[src/rtl/gpu_seq_pkg.sv]
// Shared definitions for the draw sequencer: op codes, FSM states, field
// widths and the packed layout of one queued command.
package gpu_seq_pkg;

    localparam int OP_W    = 2;
    localparam int COORD_W = 16;
    localparam int COLOR_W = 24;
    localparam int LEN_W   = 24;
    localparam int ENTRY_W = 90;

    typedef enum logic [1:0] {
        OP_NOP  = 2'd0,
        OP_FILL = 2'd1,
        OP_SWAP = 2'd2,
        OP_RSVD = 2'd3
    } op_e;

    typedef enum logic [2:0] {
        ST_IDLE      = 3'd0,
        ST_FETCH     = 3'd1,
        ST_ISSUE     = 3'd2,
        ST_DROP      = 3'd3,
        ST_SWAP_WAIT = 3'd4
    } state_e;

    // Field order matches the FIFO entry {op, x, y, w, h, color}.
    typedef struct packed {
        logic [OP_W-1:0]    op;
        logic [COORD_W-1:0] x;
        logic [COORD_W-1:0] y;
        logic [COORD_W-1:0] w;
        logic [COORD_W-1:0] h;
        logic [COLOR_W-1:0] color;
    } cmd_t;

    // A FILL with no width or no height never touches the engine.
    function automatic logic fill_is_empty(input cmd_t c);
        return (c.w == 16'd0) || (c.h == 16'd0);
    endfunction

endpackage

[src/rtl/gpu_draw_sequencer_fifo.sv]
// Synchronous command FIFO with occupancy count. Pushes while full and pops
// while empty are ignored; storage is left unreset so it can map to RAM.
module gpu_cmd_fifo #(
    parameter int DEPTH = 8,
    parameter int WIDTH = 90
) (
    input  logic                     clk,
    input  logic                     rstn,
    input  logic                     push,
    input  logic                     pop,
    input  logic [WIDTH-1:0]         din,
    output logic [WIDTH-1:0]         dout,
    output logic                     full,
    output logic                     empty,
    output logic [$clog2(DEPTH):0]   level
);

    localparam int AW = $clog2(DEPTH);

    logic [WIDTH-1:0] r_mem [DEPTH];
    logic [AW-1:0]    r_wr_ptr;
    logic [AW-1:0]    r_rd_ptr;
    logic [AW:0]      r_level;
    logic             w_do_push;
    logic             w_do_pop;

    assign full      = (r_level == (AW+1)'(DEPTH));
    assign empty     = (r_level == {(AW+1){1'b0}});
    assign level     = r_level;
    assign dout      = r_mem[r_rd_ptr];
    assign w_do_push = push && !full;
    assign w_do_pop  = pop && !empty;

    // Storage write port.
    always_ff @(posedge clk) begin
        if (w_do_push) begin
            r_mem[r_wr_ptr] <= din;
        end
    end

    // Pointers and level; simultaneous push and pop leaves the level alone.
    always_ff @(posedge clk) begin
        if (!rstn) begin
            r_wr_ptr <= {AW{1'b0}};
            r_rd_ptr <= {AW{1'b0}};
            r_level  <= {(AW+1){1'b0}};
        end else begin
            if (w_do_push) begin
                r_wr_ptr <= r_wr_ptr + AW'(1);
            end
            if (w_do_pop) begin
                r_rd_ptr <= r_rd_ptr + AW'(1);
            end
            case ({w_do_push, w_do_pop})
                2'b10:   r_level <= r_level + (AW+1)'(1);
                2'b01:   r_level <= r_level - (AW+1)'(1);
                default: r_level <= r_level;
            endcase
        end
    end

endmodule

[src/rtl/gpu_draw_sequencer.sv]
// Draw command sequencer: queues FILL/SWAP commands, splits each FILL into
// per-row engine writes over the enable/busy handshake, and flips the display
// buffer on a frame boundary for SWAP.
module gpu_draw_sequencer
    import gpu_seq_pkg::*;
#(
    parameter int FIFO_DEPTH     = 8,
    parameter int TIMEOUT_CYCLES = 65535
) (
    input  logic                          clk,
    input  logic                          rstn,
    input  logic                          cmd_valid,
    output logic                          cmd_ready,
    input  logic [1:0]                    cmd_op,
    input  logic [15:0]                   cmd_x,
    input  logic [15:0]                   cmd_y,
    input  logic [15:0]                   cmd_w,
    input  logic [15:0]                   cmd_h,
    input  logic [23:0]                   cmd_color,
    output logic [15:0]                   eng_x_pos,
    output logic [15:0]                   eng_y_pos,
    output logic [23:0]                   eng_pixel,
    output logic [23:0]                   eng_len,
    output logic                          eng_enable,
    input  logic                          eng_busy,
    input  logic                          frame_sync,
    output logic                          ping_pong,
    output logic [$clog2(FIFO_DEPTH):0]   fifo_level,
    output logic                          idle,
    output logic                          timeout_err,
    input  logic                          err_clr
);

    localparam int TMO_W = $clog2(TIMEOUT_CYCLES + 1);
    localparam logic [TMO_W-1:0] TMO_LAST = TMO_W'(TIMEOUT_CYCLES - 1);

    state_e              r_state;
    cmd_t                r_cmd;
    logic [15:0]         r_row_cnt;
    logic [TMO_W-1:0]    r_tmo;
    logic [15:0]         r_eng_x_pos;
    logic [15:0]         r_eng_y_pos;
    logic [23:0]         r_eng_pixel;
    logic [23:0]         r_eng_len;
    logic                r_eng_enable;
    logic                r_ping_pong;
    logic                r_timeout_err;

    logic                w_full;
    logic                w_empty;
    logic                w_push;
    logic                w_pop;
    logic [ENTRY_W-1:0]  w_head;
    logic                w_tmo_hit;

    assign cmd_ready = rstn && !w_full;
    assign w_push    = cmd_valid && cmd_ready;
    assign w_pop     = (r_state == ST_IDLE) && !w_empty;

    // Timeout fires on the cycle the counter reaches its limit while still
    // waiting for the busy edge the current state is looking for.
    assign w_tmo_hit = (r_tmo == TMO_LAST) &&
                       (((r_state == ST_ISSUE) && !eng_busy) ||
                        ((r_state == ST_DROP)  &&  eng_busy));

    gpu_cmd_fifo #(
        .DEPTH (FIFO_DEPTH),
        .WIDTH (ENTRY_W)
    ) u_fifo (
        .clk   (clk),
        .rstn  (rstn),
        .push  (w_push),
        .pop   (w_pop),
        .din   ({cmd_op, cmd_x, cmd_y, cmd_w, cmd_h, cmd_color}),
        .dout  (w_head),
        .full  (w_full),
        .empty (w_empty),
        .level (fifo_level)
    );

    // Main FSM: fetch, per-row engine handshake, swap wait, timeout abort.
    always_ff @(posedge clk) begin
        if (!rstn) begin
            r_state      <= ST_IDLE;
            r_cmd        <= '0;
            r_row_cnt    <= 16'd0;
            r_tmo        <= {TMO_W{1'b0}};
            r_eng_x_pos  <= 16'd0;
            r_eng_y_pos  <= 16'd0;
            r_eng_pixel  <= 24'd0;
            r_eng_len    <= 24'd0;
            r_eng_enable <= 1'b0;
            r_ping_pong  <= 1'b0;
        end else begin
            case (r_state)
                ST_IDLE: begin
                    if (!w_empty) begin
                        r_cmd   <= cmd_t'(w_head);
                        r_state <= ST_FETCH;
                    end
                end
                ST_FETCH: begin
                    case (r_cmd.op)
                        OP_FILL: begin
                            if (fill_is_empty(r_cmd)) begin
                                r_state <= ST_IDLE;
                            end else begin
                                r_eng_x_pos  <= r_cmd.x;
                                r_eng_y_pos  <= r_cmd.y;
                                r_eng_pixel  <= r_cmd.color;
                                r_eng_len    <= {8'd0, r_cmd.w};
                                r_row_cnt    <= 16'd0;
                                r_tmo        <= {TMO_W{1'b0}};
                                r_eng_enable <= 1'b1;
                                r_state      <= ST_ISSUE;
                            end
                        end
                        OP_SWAP: r_state <= ST_SWAP_WAIT;
                        default: r_state <= ST_IDLE;
                    endcase
                end
                ST_ISSUE: begin
                    if (eng_busy) begin
                        r_eng_enable <= 1'b0;
                        r_tmo        <= {TMO_W{1'b0}};
                        r_state      <= ST_DROP;
                    end else if (w_tmo_hit) begin
                        r_eng_enable <= 1'b0;
                        r_state      <= ST_IDLE;
                    end else begin
                        r_tmo <= r_tmo + TMO_W'(1);
                    end
                end
                ST_DROP: begin
                    if (!eng_busy) begin
                        if ((r_row_cnt + 16'd1) == r_cmd.h) begin
                            r_state <= ST_IDLE;
                        end else begin
                            r_row_cnt    <= r_row_cnt + 16'd1;
                            r_eng_y_pos  <= r_eng_y_pos + 16'd1;
                            r_tmo        <= {TMO_W{1'b0}};
                            r_eng_enable <= 1'b1;
                            r_state      <= ST_ISSUE;
                        end
                    end else if (w_tmo_hit) begin
                        r_eng_enable <= 1'b0;
                        r_state      <= ST_IDLE;
                    end else begin
                        r_tmo <= r_tmo + TMO_W'(1);
                    end
                end
                ST_SWAP_WAIT: begin
                    if (!eng_busy && frame_sync) begin
                        r_ping_pong <= !r_ping_pong;
                        r_state     <= ST_IDLE;
                    end
                end
                default: begin
                    r_eng_enable <= 1'b0;
                    r_state      <= ST_IDLE;
                end
            endcase
        end
    end

    // Sticky abort flag; a new timeout outranks a simultaneous clear.
    always_ff @(posedge clk) begin
        if (!rstn) begin
            r_timeout_err <= 1'b0;
        end else if (w_tmo_hit) begin
            r_timeout_err <= 1'b1;
        end else if (err_clr) begin
            r_timeout_err <= 1'b0;
        end
    end

    assign eng_x_pos   = r_eng_x_pos;
    assign eng_y_pos   = r_eng_y_pos;
    assign eng_pixel   = r_eng_pixel;
    assign eng_len     = r_eng_len;
    assign eng_enable  = r_eng_enable;
    assign ping_pong   = r_ping_pong;
    assign timeout_err = r_timeout_err;
    assign idle        = (r_state == ST_IDLE) && w_empty;

endmodule

[config.mk]
export PLATFORM = sky130hd
export DESIGN_NAME = gpu_draw_sequencer
export DESIGN_NICKNAME = d
export VERILOG_FILES = /design/src/rtl/gpu_seq_pkg.sv /design/src/rtl/gpu_draw_sequencer_fifo.sv /design/src/rtl/gpu_draw_sequencer.sv
export SDC_FILE = /design/constraint.sdc
export NUM_CORES = 1
export LEC_CHECK = 0
export CORE_ASPECT_RATIO = 1.1
export CORE_MARGIN = 2
export CORE_UTILIZATION = 50
export CTS_CLUSTER_DIAMETER = 50
export DETAILED_ROUTE_END_ITERATION = 6
export GPL_TIMING_DRIVEN = 0
export PLACE_DENSITY = 0.68
export SLEW_MARGIN = 10
export SYNTH_ARGS = -nofsm -noshare
export SYNTH_HDL_FRONTEND = slang
export SYNTH_SLANG_ARGS = --single-unit
[constraint.sdc]
create_clock -name clk -period 18.2 [get_ports clk]
set_clock_uncertainty 0.05 [all_clocks]
set_input_delay 2.73 -clock clk [delete_from_list [all_inputs] [get_ports clk]]
set_output_delay 2.73 -clock clk [all_outputs]
set_load 0.1 [all_outputs]
== Word level (Yosys, flattened, before mapping) ==
Memory sizes are Yosys's and may differ from the RTL's. A register that Yosys moved wholly into a read port is not among the register bits.
Cells that the tools add are included.

* Add/sub/neg operators: 7
* Multipliers: 0
* Div/mod/pow operators: 0
* Magnitude comparators: 0
* Equality and inequality tests: 18
* Shift-type cells: 0
* Mux-type cells: 36
* Bitwise operators: 3
* Reduce and logical (&&, ||, !) cells: 33

{| class="wikitable"
|+ Operators by type and width
! cell !! count
|-
| $mux 16 || 12
|-
| $pmux 16 s2 || 2
|-
| $add 16x1->16 const B || 3
|-
| $pmux 16 s3 || 1
|-
| $logic_not 16->1 || 2
|-
| $eq 16x16->1 || 1
|-
| $eq 16x16->1 const B || 1
|-
| $mux 3 || 5
|-
| $pmux 3 s5 || 1
|-
| $ne 2x2->1 const B || 6
|-
| $logic_and 1x1->1 || 10
|-
| $mux 1 || 10
|-
| $pmux 4 s2 || 1
|-
| $reduce_and 4->1 || 2
|-
| $add 3x1->3 const B || 2
|-
| $eq 3x2->1 const B || 2
|-
| $pmux 3 s2 || 1
|-
| $reduce_and 2->1 || 3
|-
| $reduce_bool 2->1 || 3
|-
| $logic_not 1->1 || 5
|-
| $reduce_and 5->1 || 1
|-
| $add 4x1->4 const B || 1
|-
| $eq 2x1->1 const B || 2
|-
| $eq 2x2->1 const B || 2
|-
| 14 further kinds || 18
|}

* Flip-flop bits (word level): 120
* Latch bits: 0
* Bits in writable memories: 720
* Memory bits (read-only): 0
* Input port bits: 96
* Output and inout port bits: 89
* Word-level logic and storage cells: 111
* Memories: 1

{| class="wikitable"
|+ Memories
! memory !! words !! width !! read ports !! clocked after Yosys merged registers in !! write ports !! line !! text
|-
| u_fifo.r_mem || 8 || 90 || 1 || 1 || 1 || gpu_draw_sequencer_fifo.sv:20 || <nowiki>logic [WIDTH-1:0] r_mem [DEPTH];</nowiki>
|}

== Logic depth before layout (Yosys ltp) ==
Gate-level depths: netlist (run 1).

* Word-level depth: 7
* Mapped depth: 13
* Depth with buffers taken out: 11

== Modules after synthesis ==
From an unflattened synthesis (run 1), not the netlist that was laid out.

* Cells, all modules: 2263
* Area total of the unflattened synthesis: 36560.1 sq um

{| class="wikitable"
|+ By module, submodules not included
! module !! instances !! cells each !! area each (sq um) !! seq. area each (sq um)
|-
| gpu_cmd_fifo || 1 || 1114 || 27670.3 || 21881.0
|-
| gpu_draw_sequencer || 1 || 1149 || 8889.8 || 4003.8
|}

== Least setup slack after synthesis (run 1) ==
No wires, ideal clock.

* Path type: in2reg
* Start: in rstn
* End: mem u_fifo.r_mem[0][0], enable pin
* Arrival: 10.855 ns
* Required time: 17.501 ns
* Setup slack: 6.646 ns
* Stages on the path: 5
* Cell sequence: inv_1 a21oi_1 and2_1 nand2b_1 nor3_1

* Longest elaborated chain between the ends: 5

{| class="wikitable"
|+ RTL lines
! element !! line !! text
|-
| start, declared || gpu_draw_sequencer.sv:11 || <nowiki>input logic rstn,</nowiki>
|-
| $logic_and 1x1->1 || gpu_draw_sequencer.sv:56 || <nowiki>assign cmd_ready = rstn && !w_full;</nowiki>
|-
| named net cmd_ready || gpu_draw_sequencer.sv:13 || <nowiki>output logic cmd_ready,</nowiki>
|-
| $logic_and 1x1->1 || gpu_draw_sequencer.sv:57 || <nowiki>assign w_push = cmd_valid && cmd_ready;</nowiki>
|-
| $logic_and 1x1->1 || gpu_draw_sequencer_fifo.sv:31 || <nowiki>assign w_do_push = push && !full;</nowiki>
|-
| $mux 1 || gpu_draw_sequencer_fifo.sv:36 || <nowiki>if (w_do_push) begin</nowiki>
|-
| $mux 1 (not written as such) || gpu_draw_sequencer_fifo.sv:37 || <nowiki>r_mem[r_wr_ptr] <= din;</nowiki>
|-
| end, declared || gpu_draw_sequencer_fifo.sv:20 ||
|}

The timed path passes the listed nets, and every way through them passes these cells.

== Final worst setup path (run 1) ==
* Start: in rstn
* End: out cmd_ready

* Longest elaborated chain between the ends: 1

{| class="wikitable"
|+ RTL lines
! element !! line
|-
| $logic_and 1x1->1 || gpu_draw_sequencer.sv:56
|-
| end, declared || gpu_draw_sequencer.sv:13
|}

Every way passes these cells.

==> results of run 1 <==
[metal layers]
layer  vias to the layer above  share of wire (%)
met5                         -              0.099
met2                       913                 49
li1                       9155                  -
met4                        14                3.0
met1                     10700                 40
met3                       159                7.9
[synth_stat cells (20+ instances only)]
cell type | instances | area [um2]
edfxtp_1 | 720 | 21600
dfxtp_1 | 210 | 4200
mux4_2 | 180 | 4050
nand2_1 | 160 | 601
nor2_1 | 152 | 571
a21oi_1 | 112 | 561
a211oi_1 | 94 | 706
mux2i_1 | 93 | 931
clkbuf_1 | 88 | 330
buf_1 | 32 | 120
nand3_1 | 24 | 120
o21ai_0 | 23 | 115
nor3_1 | 20 | 100
[sequential cells by signal, indices dropped and copies added, names as in the netlist, 4 cells and up]
name,count
r_tmo,16
eng_y_pos,16
r_cmd,90
eng_len,16
u_fifo.level,4
r_row_cnt,16
eng_x_pos,16
u_fifo.r_mem,720
eng_pixel,24
[logic make-up after synthesis]
kind of cell,Yosys count,share of synthesized area (%)
other,1,0.0104
XOR/XNOR,25,0.609
flip-flops,930,71.8
AO/OA/AOI/OAI,308,5.72
multiplexers,273,13.9
AND/OR/NAND/NOR,444,5.68
adder cells (fa/ha/maj),10,0.369
buffers and inverters,159,1.90
[per-stage QoR]
stage	cell area, um2	util [%]	cells
3_3_place_gp	38900	54.4	3278
4_1_cts	43000	60.1	3512
6_report	43000	60.1	3516
2_1_floorplan	36000	-	2157
3_5_place_dp	40000	55.9	3334
5_1_grt	43000	60.1	3515
[final cells by class]
class	count	area (um2)
diodes	4	10.0
plain buffers	141	616
repair buffers	232	2760
fillers	5153	28600
inverters	18	67.6
clock inverters	44	359
flip-flops and latches	930	25800
clock buffers	134	2620
multi-input cells	1068	9530
well taps	945	1180
[worst reg2reg max path, delay by kind of cell (launching register included)]
| kind | cells | cell delay, ns |
|---|---|---|
| AOI/OAI and AO/OA | 3 | 0.51 |
| xor gates and xnor gates | 1 | 0.11 |
| DFF | 1 | 0.32 |
| adders and majority gates | 2 | 0.56 |
| buffers and inverters | 3 | 1.44 |
| and+or+nand+nor | 2 | 1.31 |
[power breakdown]
part / leakage [nW] / internal, W / switching [W]
clock network: 1.46 / 0.00104 / 0.000808
registers: 8.22 / 0.00241 / 0.0000856
logic: 3.69 / 0.000474 / 0.000716
[cells in the final DEF (no fill, tap or decap), drive strengths merged, types with 4 or more instances in the layout]
master | synthesis | layout
conb | 1 | 8
or4 | 4 | 4
a21oi | 112 | 112
or3 | 6 | 6
mux4 | 180 | 180
o221a | 9 | 9
mux2i | 93 | 93
o21ai | 29 | 29
nand4b | 5 | 5
a21o | 4 | 4
a31oi | 10 | 10
o21a | 4 | 4
diode | 0 | 4
dfxtp | 210 | 210
nor4 | 19 | 19
nand2b | 11 | 11
edfxtp | 720 | 720
clkinv | 0 | 27
a211oi | 95 | 95
inv | 18 | 30
nand4 | 12 | 12
nor3b | 6 | 6
nand3 | 25 | 25
clkdlybuf4s50 | 0 | 176
o32ai | 9 | 9
nand2 | 160 | 160
xnor2 | 13 | 13
nor3 | 21 | 21
clkbuf | 89 | 223
o31ai | 8 | 8
and4 | 4 | 4
xor2 | 12 | 12
and2 | 4 | 4
nor2 | 152 | 152
ha | 9 | 9
or2 | 6 | 6
o211ai | 8 | 8
buf | 52 | 108
[worst max-delay path by stage]
stage / slack (ns) / endpoint / startpoint / cells past startpoint
2_1_floorplan: 6.65 / u_fifo.r_mem[0][0]$_DFFE_PP_ / rstn / 5
3_3_place_gp: 0.38 / u_fifo.r_mem[0][7]$_DFFE_PP_ / rstn / 6
3_5_place_dp: 10.50 / cmd_ready / rstn / 4
4_1_cts: 10.49 / cmd_ready / rstn / 4
5_1_grt: 10.43 / cmd_ready / rstn / 4
6_report: 10.51 / cmd_ready / rstn / 4
==> reports/summary.txt, run 1 <==
Maximum vdd drop - 0.0854 mV
Arrival @ worst endpoint - 4.91 ns
Initial DRT Pass Iterations - 6
Final hold vios - 0
Family with the most delay on the worst path - buffers and inverters
WL final - 89.3 mm
Largest stage delay, worst path - 1.17 ns
Die span in y - 285 um
WHS - 0.405 ns
Dpl hpwl - 59.7 mm
Worst relative slew slack - 23.1%
Antenna violations before repair - 11
Fmax - 0.130 GHz
Crit path time final - 7.69 ns
Post-route clock period utilization - 42.2%
I/O pin count - 185
Largest net degree at the start of global routing - 23
Starting density of the core - 50.3%
Buf/Inv on CP - 3
Unique masters post-synth - 72
M2 GR Usage - 38.7%
CTS resizes - 0
Setup TNS Final - 0 ns
Final worst slack - 10.51 ns
Cell Area, Synth - 35,900 um2
Synth Flop Type - edfxtp_1
Sink of the worst hold path - eng_x_pos[9]$_SDFFE_PN0P_
Post-CTS setup buffer count - 0
Starting DRC count in detailed routing - 2,202
Final Wtd Congestion - 0.902
Full die area - 74,100 um2
Layout Nets - 2,591
Seq/Total Area, Yosys - 71.8%
Worst-margin pin slew - 1.15 ns
Final setup viols - 0
Hold_buf cts - 0
Cell row count - 103
Tightest Hold Check Type - reg2reg
Wire length per cell - 25.4 um
Reg2reg start - r_state[1]$_SDFFE_PN0P_
Post-synthesis instance total - 2,150
PortBufs - 176
Crit path capture type - output port
Final ANT Viol Nets - 0
RR Endpoint - u_fifo.level[3]$_SDFFE_PN0P_
R2r setup slk - 13.84 ns
P_leak - 13.4 nW
Layout cells sized above 1 - 16.8%
Worst skew pair latency - 0.66 ns
Outcome - finished clean
Worst path slowest cell - clkdlybuf4s50_1
Hold depth - 2
Critical Path RT - 15.42 ns
Max Root-Sink Buffers - 3
Num CTS Buffers - 94
Final Slew Violations - 0
Sinks on Clock Net - 930
CTS tree - yes
RSZ-0062 raised after global routing - false
Met1 usage - 32.6%
Via Count - 20,900
First-pass GRT wire length - 131 mm
Root buf cell - clkbuf_16
Synthesized area per cell - 16.7 um2
Clock transition at path regs - 0.06 ns
DRC - 0
Gr ovfl total - 0
GRT Max-Usage Layer - met2
Asr flop ratio synth - 0%
Vias in the first global route - 20,800
Critical path, cell by cell - clkdlybuf4s50_1 -> inv_1 -> a21oi_1 -> clkdlybuf4s50_1
Core ar. - 71,500 um2
Worst-path fanout max - 6
Startpoint types - input pin
Vias per Instance - 5.95
Die Wd - 260 um
Max-Cap Viols - 0
Seq cells post-synth - 930
Overall power - 0.00554 W
Pwr Density - 129 nW/um2
Met3 Use GR - 5.15%
Synth Warn # - 0
Tot GR Track Use - 24.1%
Hold path startpoint - eng_x_pos[9]$_SDFFE_PN0P_
Area growth from synthesis to layout - 19.5%
Htree depth - 3
Worst-case reg-to-reg path depth - 11
DP Worst Slack - 10.50 ns
Critical path class - in2out
Top cell by count, worst path - clkdlybuf4s50_1
Post-synth EDFFs - 720
No activity file was read; power rests on OpenSTA's default activity.
==> inputs of run 2 (changes only) <==
clock period = 7.8 ns   (was 18.2 ns; I/O delays follow)
==> run 2 against run 1 <==
  * Worst setup slack worse by 7.2 ns
  * Hold slack gained 0.0047 ns
  * Via count shrank 1.4%
  * Clock power up 150%
==> reports/summary.txt, run 2 (synthesized netlist as in run 1, its figures left out) <==
Worst-margin pin slew - 1.24 ns (+0.0915 ns)
Starting density of the core - 50.3% (unchanged)
Maximum vdd drop - 0.167 mV (+96%)
Fmax - 0.222 GHz
Gr ovfl total - 0 (unchanged)
Comb power frac - 21.0% (-0.5 points)
Largest stage delay, worst path - 1.16 ns (about the same)
Worst path slowest cell - clkdlybuf4s50_1
Most common cell after layout, fill and taps aside - edfxtp_1
CTS tree - yes
Critical path class - in2out
Critical Path RT - 6.58 ns (-8.84 ns)
Full die area - 74,100 um2 (unchanged)
GRT Max-Usage Layer - met2
Sinks on Clock Net - 930 (unchanged)
WL final - 87.8 mm (-1.7%)
Cell row count - 103 (unchanged)
Crit path capture - cmd_ready
Num CTS Buffers - 96 (+2.1%)
Critical Path Stages - 4 (unchanged)
Vias in the first global route - 20,900 (+0.16%)
Layout cells sized above 1 - 16.9% (+0.10 points)
P_sw - 0.00378 W (+130%)
Core ar. - 71,500 um2 (unchanged)
Sw frac - 28.8% (-0.26 points)
Wire length per cell - 25.0 um (-1.4%)
Arrival @ worst endpoint - 3.29 ns (-1.62 ns)
Post-route clock period utilization - 57.8%
DP Worst Slack - 3.27 ns (-7.23 ns)
Commonest cells after routing, fill and taps aside - 720 x edfxtp_1, 210 x dfxtp_1, 180 x mux4_2, 176 x clkdlybuf4s50_1, 160 x nand2_1
Htree depth - 3 (unchanged)
Worst-path fanout max - 6 (unchanged)
PortBufs - 176 (unchanged)
Outcome - finished clean
RSZ-0062 raised after global routing - false
CP Launch Point - rstn
Final hold vios - 0 (unchanged)
Family with the most delay on the worst path - buffers and inverters
Dpl hpwl - 58.6 mm (-1.8%)
FILL cells - 5,166 (+0.25%)
I/O pin count - 185 (unchanged)
First-pass GRT wire length - 131 mm (about the same)
Crit path capture type - output port
Final core occ - 60.4% (+0.28 points)
Largest reg by FF count - u_fifo.r_mem
Die span in y - 285 um (unchanged)
Vias per Instance - 5.88 (-1.2%)
Antenna violations before repair - 10 (-1)
Hold_buf cts - 0 (unchanged)
Final worst slack - 3.29 ns (-7.22 ns)
Final ANT Viol Nets - 0 (unchanged)
Initial DRT Pass Iterations - 6 (unchanged)
Via Count - 20,600 (-1.4%)
Layout Nets - 2,580 (-0.42%)
DRC - 0 (unchanged)
M2 GR Usage - 39.3% (+0.60 points)
CTS resizes - 0 (unchanged)
Tot GR Track Use - 23.9% (-0.23 points)
Die Wd - 260 um (unchanged)
Area growth from synthesis to layout - 20.1%
Final setup viols - 0 (unchanged)
Max-Cap Viols - 0 (unchanged)
Flop pwr share - 44.3% (-0.7 points)
Max Root-Sink Buffers - 3 (unchanged)
Met1 usage - 32.1% (-0.53 points)
R2r setup slk - 3.63 ns (-10.21 ns)
Pint - 0.00933 W (+140%)
Pwr Density - 304 nW/um2 (+140%)
Final Wtd Congestion - 0.861 (-4.5%)
Reg2reg start - u_fifo.r_rd_ptr[0]$_SDFFE_PN0P_
Tightest Hold Check Type - reg2reg
RR Endpoint - r_cmd[59]$_SDFFE_PN0P_
Starting DRC count in detailed routing - 2,093 (-5.0%)
Max reg flops - 720 (unchanged)
Crit path time final - 4.51 ns
Top cell by count, worst path - clkdlybuf4s50_1
Final Slew Violations - 0 (unchanged)
Post-CTS setup buffer count - 0 (unchanged)
Clock transition at path regs - 0.06 ns (about the same)
Largest net degree at the start of global routing - 23 (unchanged)
Buf/Inv on CP - 3 (unchanged)
Critical path, cell by cell - clkdlybuf4s50_1 -> inv_1 -> a21oi_1 -> clkdlybuf4s50_1
Setup TNS Final - 0 ns (unchanged)
Area of the multi-input gates - 9540 um2 (+0.13%)
Root buf cell - clkbuf_16
Clock power share - 34.7% (+1.2 points)
Startpoint types - input pin
Met3 Use GR - 4.19% (-0.96 points)
Worst skew pair latency - 0.65 ns (about the same)
Reg area - 25,800 um2 (unchanged)
Worst-case reg-to-reg path depth - 6 (-5)
Worst relative slew slack - 17.2% (-5.9 points)
P_leak - 13.4 nW (+0.40%)
-- run 2: changes by cell type in the layout (fill, tap and decap cells not counted), moves of 3 or more --
cell / delta
clkbuf_16: +6
inv_8: +3
bufinv_16: +3
clkbuf_1: -13
clkinv_4: +4
clkbuf_8: -5
buf_4: -9
clkinv_2: +4
buf_16: +4
inv_6: -3
buf_8: +10
buf_6: -16
-- run 2: worst min-delay path by stage --
stage	start	to	slack, ns	cells after the start
2_1_floorplan	r_tmo[10]$_SDFFE_PN0P_	r_tmo[10]$_SDFFE_PN0P_	0.37	1
3_3_place_gp	r_cmd[13]$_SDFFE_PN0P_	eng_pixel[13]$_SDFFE_PN0P_	0.39	2
3_5_place_dp	r_cmd[3]$_SDFFE_PN0P_	eng_pixel[3]$_SDFFE_PN0P_	0.39	2
4_1_cts	r_cmd[3]$_SDFFE_PN0P_	eng_pixel[3]$_SDFFE_PN0P_	0.41	2
5_1_grt	eng_pixel[15]$_SDFFE_PN0P_	eng_pixel[15]$_SDFFE_PN0P_	0.43	2
6_report	eng_pixel[7]$_SDFFE_PN0P_	eng_pixel[7]$_SDFFE_PN0P_	0.41	2
-- run 2: worst min-delay path, delay by kind of cell (launching register included) --
kind / cells / cell delay (ns)
DFF: 1 / 0.31
AOI/OAI and AO/OA: 1 / 0.05
and+or+nand+nor: 1 / 0.05
-- run 2: area by class of cell --
class                   count  share of cell area [%]
well taps                 945                    2.74
multi-input cells        1068                    22.1
diodes                      5                  0.0290
clock inverters            59                    1.25
plain buffers             141                    1.43
repair buffers            219                    6.33
inverters                  18                   0.157
clock buffers             122                    6.15
flip-flops and latches    930                    59.8
-- run 2: metrics by stage --
step	total power, W	hold WS (ns)	instances	cell area [um2]
3_5_place_dp	0.00867	0.395	3321	40000
2_1_floorplan	0.00778	0.375	2157	36000
5_1_grt	0.0136	0.429	3506	43200
4_1_cts	0.0132	0.409	3502	43200
3_3_place_gp	0.00858	0.390	3278	38900
6_report	0.0131	0.409	3507	43200
-- run 2: power by group through the flow --
stage | logic, W | clock network [W] | registers, W
after global placement | 0.00267 | 0 | 0.00591
after CTS | 0.00278 | 0.00461 | 0.00580
after floorplan | 0.00178 | 0 | 0.00600
final | 0.00275 | 0.00455 | 0.00581
after global routing | 0.00297 | 0.00480 | 0.00583
after detailed placement | 0.00276 | 0 | 0.00591
-- run 2: routing by layer --
metal  vias up  wire length (um)
met5         -                80
met4        12              2780
met3       161              6260
met2       821             43400
met1     10400             35200
li1       9174                 -
==> inputs of run 3 (changes only) <==
clock period = 4.6 ns   (was 7.8 ns; I/O delays follow)
==> run 3 against run 2 <==
  * Global-route usage up 0.57 points
  * Non-clock buffer count up 1
  * Critical endpoint is now r_cmd[32]$_SDFFE_PN0P_
  * Final cell count about the same
  * Highest routed layer unchanged
  * Clock power up 73%
  * Register-to-register slack worse by 3.3 ns
==> reports/summary.txt, run 3 (synthesized netlist as in run 1, its figures left out) <==
Max-Cap Viols - 0 (unchanged)
Post-route clock period utilization - 91.9%
Final worst slack - 0.373 ns (-2.92 ns)
Post-CTS setup buffer count - 0 (unchanged)
Dpl hpwl - 59.9 mm (+2.2%)
Arrival @ worst endpoint - 4.69 ns (+1.40 ns)
Layout Nets - 2,579 (-0.039%)
Die Wd - 260 um (unchanged)
Final hold vios - 0 (unchanged)
CTS tree - yes
CTS resizes - 0 (unchanged)
Final Wtd Congestion - 0.876 (+1.8%)
Worst skew pair latency - 0.64 ns (about the same)
Num CTS Buffers - 94 (-2.1%)
Critical path class - reg2reg
Starting DRC count in detailed routing - 2,224 (+6.3%)
Full die area - 74,100 um2 (unchanged)
Crit path capture - r_cmd[32]$_SDFFE_PN0P_
DRC - 0 (unchanged)
Htree depth - 3 (unchanged)
Worst-margin pin slew - 1.20 ns (-0.0387 ns)
Fmax - 0.237 GHz
Worst relative slew slack - 19.8% (+2.6 points)
Tot GR Track Use - 24.5% (+0.57 points)
Largest net degree at the start of global routing - 24 (+4.3%)
DP Worst Slack - 0.323 ns (-2.95 ns)
PortBufs - 176 (unchanged)
Via Count - 20,800 (+0.98%)
Area after DPL - 40,000 um2 (about the same)
Pwr Density - 518 nW/um2 (+71%)
Worst-case reg-to-reg path depth - 6 (unchanged)
Final Slew Violations - 0 (unchanged)
WHS - 0.402 ns (-0.00752 ns)
Root buf cell - clkbuf_16
Sinks on Clock Net - 930 (unchanged)
Startpoint types - flop
Clock transition at path regs - 0.06 ns (about the same)
Area growth from synthesis to layout - 20.2%
Antenna violations before repair - 11 (+1)
Gr ovfl total - 0 (unchanged)
Tightest Hold Check Type - reg2reg
Worst path slowest cell - clkbuf_1
R2r setup slk - 0.37 ns (-3.26 ns)
Top cell by count, worst path - clkbuf_1
RSZ-0062 raised after global routing - false
Max reg flops - 720 (unchanged)
Largest stage delay, worst path - 0.90 ns (-0.26 ns)
Critical Path RT - 5.06 ns (-1.52 ns)
Most common cell after layout, fill and taps aside - edfxtp_1
Hold_buf cts - 0 (unchanged)
Commonest cells after routing, fill and taps aside - 720 x edfxtp_1, 206 x dfxtp_1, 180 x mux4_2, 176 x clkdlybuf4s50_1, 160 x nand2_1
Final ANT Viol Nets - 0 (unchanged)
CP Launch Point - u_fifo.r_rd_ptr[0]$_SDFFE_PN0P_
Worst-path fanout max - 10 (+4)
Largest reg by FF count - u_fifo.r_mem
Fin area - 43,200 um2 (+0.12%)
Critical path, cell by cell - clkbuf_1 -> clkbuf_1 -> buf_1 -> mux4_2 -> mux2i_1 -> a211oi_1
Crit path time final - 4.23 ns
P_leak - 13.4 nW (+0.13%)
Starting density of the core - 50.3% (unchanged)
Crit path capture type - flop
Cell row count - 103 (unchanged)
First-pass GRT wire length - 133 mm (+1.2%)
Max Root-Sink Buffers - 3 (unchanged)
I/O pin count - 185 (unchanged)
Vias per Instance - 5.94 (+1.1%)
RR Endpoint - r_cmd[32]$_SDFFE_PN0P_
Final setup viols - 0 (unchanged)
Outcome - finished clean
Reg2reg start - u_fifo.r_rd_ptr[0]$_SDFFE_PN0P_
Initial DRT Pass Iterations - 6 (unchanged)
Layout cells sized above 1 - 17.3% (+0.40 points)
Core ar. - 71,500 um2 (unchanged)
Wire length per cell - 25.6 um (+2.4%)
Die span in y - 285 um (unchanged)
Vias in the first global route - 21,200 (+1.3%)
WL final - 89.8 mm (+2.3%)
Maximum vdd drop - 0.344 mV (+110%)
## run 3: layout make-up
class	instances	area [um2]
fill	5236	28300
clock inverter	54	564
inverter	18	67.6
clock buffer	124	2680
timing repair buffer	220	2710
multi-input combinational	1068	9550
tap	945	1180
buffer	141	616
antenna	4	10.0
sequential	930	25800
## run 3: how the worst min path moves through the flow
stage,to,cells past startpoint,from
final,eng_x_pos[8]$_SDFFE_PN0P_,2,r_cmd[80]$_SDFFE_PN0P_
after global routing,eng_pixel[8]$_SDFFE_PN0P_,2,r_cmd[8]$_SDFFE_PN0P_
after CTS,eng_x_pos[6]$_SDFFE_PN0P_,2,r_cmd[78]$_SDFFE_PN0P_
after detailed placement,eng_x_pos[8]$_SDFFE_PN0P_,2,r_cmd[80]$_SDFFE_PN0P_
after global placement,eng_pixel[3]$_SDFFE_PN0P_,2,r_cmd[3]$_SDFFE_PN0P_
after floorplan,r_tmo[10]$_SDFFE_PN0P_,1,r_tmo[10]$_SDFFE_PN0P_
## run 3: worst max-delay path: cells and delay by family, from the launching register on
family | cells | cell delay, ns
buffers and inverters | 3 | 2.59
AOI/OAI and AO/OA | 1 | 0.14
muxes | 2 | 0.93
DFF | 1 | 0.36
## run 3: metal layers
| metal | wire length (um) | global-route usage (%) |
|---|---|---|
| met5 | 92 | 0 |
| met4 | 2670 | 8.51 |
| met3 | 6710 | 5.13 |
| met1 | 34800 | 31.3 |
| met2 | 45500 | 41.6 |
## run 3: power breakdown
part           switching, W  internal [W]  total, W
sequential         0.000332       0.00953   0.00986
combinational       0.00282       0.00188   0.00470
clock               0.00321       0.00464   0.00785
total               0.00636        0.0160    0.0224
## run 3: per-stage QoR
step	setup TNS (ns)	utilization, %	cells	power, W
3_3_place_gp	-1032.87	54.5	3278	0.0146
3_5_place_dp	0	55.9	3322	0.0147
4_1_cts	0	60.4	3500	0.0225
6_report	0	60.4	3504	0.0224
5_1_grt	0	60.4	3502	0.0232
2_1_floorplan	0	-	2157	0.0132
==> edit: new RTL, config.mk and constraints of run 3 <==
Reset style: asynchronous (`rstn`), changed in 3 clocked blocks.
--- a/src/rtl/gpu_draw_sequencer_fifo.sv
+++ b/src/rtl/gpu_draw_sequencer_fifo.sv
@@ -39,7 +39,7 @@
     end
 
     // Pointers and level; simultaneous push and pop leaves the level alone.
-    always_ff @(posedge clk) begin
+    always_ff @(posedge clk or negedge rstn) begin
         if (!rstn) begin
             r_wr_ptr <= {AW{1'b0}};
             r_rd_ptr <= {AW{1'b0}};
--- a/src/rtl/gpu_draw_sequencer.sv
+++ b/src/rtl/gpu_draw_sequencer.sv
@@ -79,7 +79,7 @@
     );
 
     // Main FSM: fetch, per-row engine handshake, swap wait, timeout abort.
-    always_ff @(posedge clk) begin
+    always_ff @(posedge clk or negedge rstn) begin
         if (!rstn) begin
             r_state      <= ST_IDLE;
             r_cmd        <= '0;
@@ -164,7 +164,7 @@
     end
 
     // Sticky abort flag; a new timeout outranks a simultaneous clear.
-    always_ff @(posedge clk) begin
+    always_ff @(posedge clk or negedge rstn) begin
         if (!rstn) begin
             r_timeout_err <= 1'b0;
         end else if (w_tmo_hit) begin
Formal check against the unedited RTL: differs if rstn is asserted again (counterexample within 4 cycles, from zero or initial values and one cycle with rstn low); with rstn held inactive, the same outputs for 4 cycles.
==> edit against run 3 <==
Sequential share of layout area grew 0.62 points; largest cell class unchanged; utilization grew 0.55 points; sequential cell count is the same; routed wire length shrank 2.4%; worst hold slack gained 0.031 ns; critical path type unchanged; worst setup slack gained 0.14 ns; design area grew 3.0%; synthesized area grew 2.2%.
Power is not compared: it rests on default switching activity, and its combinational part moved more than twofold at a synthesized area within 25%.
==> edit: results (changes against run 3) <==
pwr:
  cellLeakagePower_uw: 0.0156
  ir_drop_v: 0.000521
setup_path:
  max_stage_delay_ns: 0.83  # -0.07 ns
  crit_arrival_ns: 4.58  # -0.11 ns
  reg2reg_slack_ns: 0.52  # +0.14 ns
  critPathCapture: "r_cmd[13]"
  crit_type: "flop to flop"
  rr_startpoint: "u_fifo.level[0]"
  cp_max_fo: 10  # unchanged
  cp.depth: 8  # +2
final_layout:
  largest_reg_flops: 720  # unchanged
  regMostFlops: "u_fifo.r_mem"
  final_cells: 3397  # -3.1%
  drive_gt1_share_pct: 20.5  # +3.1 points
  nets: 2462  # -4.5%
detailed_routing:
  wl_met1_um: 35000  # +0.54%
  drt_pass1_iterations: 7  # +1
  wl_met2_um: 44900  # -1.5%
  top_layer: "met5"
  route.met3.wl_um: 5960  # -11%
  routed_wl_um: 87700  # -2.4%
  drt_iter0_drc: 1909  # -14%
  routed_via_density: 5.91  # -0.44%
global_routing:
  grt_pass1_wl_um: 131000  # -1.4%
  use_met2_pct: 40.3  # -1.3 points
  grt_antenna_before_repair: 13  # +2
  grt_use_total_pct: 23.3  # -1.2 points
  grt_pass1_vias: 20855  # -1.5%
  grt_max_degree: 81  # +240%
  grtUsageMet1_pct: 29.9  # -1.4 points
  use_met3_pct: 5.15  # +0.021 points
sta:
  worst_pin_slew_ns: 1.16  # -0.0403 ns
  fin_crit_sh_pct: 88.8  # -3.1 points
synth:
  synth_cell_type_count: 79  # +9.7%
  netlist_top_cells_count: "edfxtp_1, dfrtp_1, mux4_2"
  syn_avg_cell_area_sq_um: 18.2  # +8.6%
  yosysSeqAreaShare_pct: 73.2  # +1.3 points
  async_reset_ff_share_pct: 22.6  # +23 points
  synthTopCellsByArea: "edfxtp_1, dfrtp_1, mux4_2"
placement:
  gp_congestion: 0.907  # +3.6%
  dp_slack_ns: 0.482  # +0.160 ns
  dpl-instance-area_sq_um: 40900  # +2.4%
  place_inst: 3209  # -3.4%
  dp_hpwl_um: 56900  # -4.9%
clock_tree:
  cts_max_level: 3  # unchanged
  root_buffer: "clkbuf_16"
  clk_latency_ns: 0.65
  clk_pin_slew_worst_paths_ns: 0.06  # about the same
  cts.path.max_buffers: 3  # unchanged
  postCtsSetupRepairBufs: 0  # unchanged
  cts-buffers-inserted: 98  # +4.3%
hold_path:
  min_path_cells: 2  # unchanged
  min_path_type: "flop to flop"
status:
  status: "finished, final reports clean"
edit: cell types whose count changed after synthesis, sizes merged, moves of 56 or more:
| cell | change |
|---|---|
| nor2 | -111 |
| mux2 | +56 |
| dfrtp | +210 |
| dfxtp | -210 |
| a21oi | -84 |
| a211oi | -92 |
| o21ai | +88 |
edit: area by class of cell:
cell class | instances | area [sq um]
Fill cell | 5164 | 28500
Timing Repair Buffer | 226 | 2860
Tap cell | 954 | 1190
Sequential cell | 930 | 26900
Antenna cell | 2 | 5.00
Inverter | 22 | 82.6
Clock buffer | 125 | 2760
Buffer | 120 | 519
Multi-Input combinational cell | 958 | 9370
Clock inverter | 60 | 831
edit: worst min-delay path by stage:
stage	start	to	slack, ns
after detailed placement	r_cmd[19]	r_cmd[19]	0.42
final	r_cmd[65]	r_cmd[65]	0.43
after floorplan	rstn	eng_enable	0.34
after CTS	ping_pong	ping_pong	0.43
after global placement	r_cmd[83]	r_cmd[83]	0.41
after global routing	ping_pong	ping_pong	0.46
edit: cells by family (layout without fill, tap and decap cells):
kind of cell             after synthesis  in the layout  synth area share, %
AO/OA/AOI/OAI                        240            240                 4.06
XOR/XNOR                              29             29                0.732
adder cells (fa/ha/maj)               10             10                0.361
buffers and inverters                142            553                 1.64
flip-flops                           930            930                 73.2
multiplexers                         332            332                 15.4
other                                  1             10               0.0102
AND/OR/NAND/NOR                      339            339                 4.68
edit: power breakdown:
part	switching, uW	internal [uW]	total [uW]
sequential	878	10400	11300
clock	3340	5250	8590
combinational	6830	3800	10600
edit: timing repair:
action                     4_1_cts  5_1_grt
hold buffers                     1        0
setup endpoints to repair        0        0
hold endpoints to repair        25        0
resized for setup                0        0
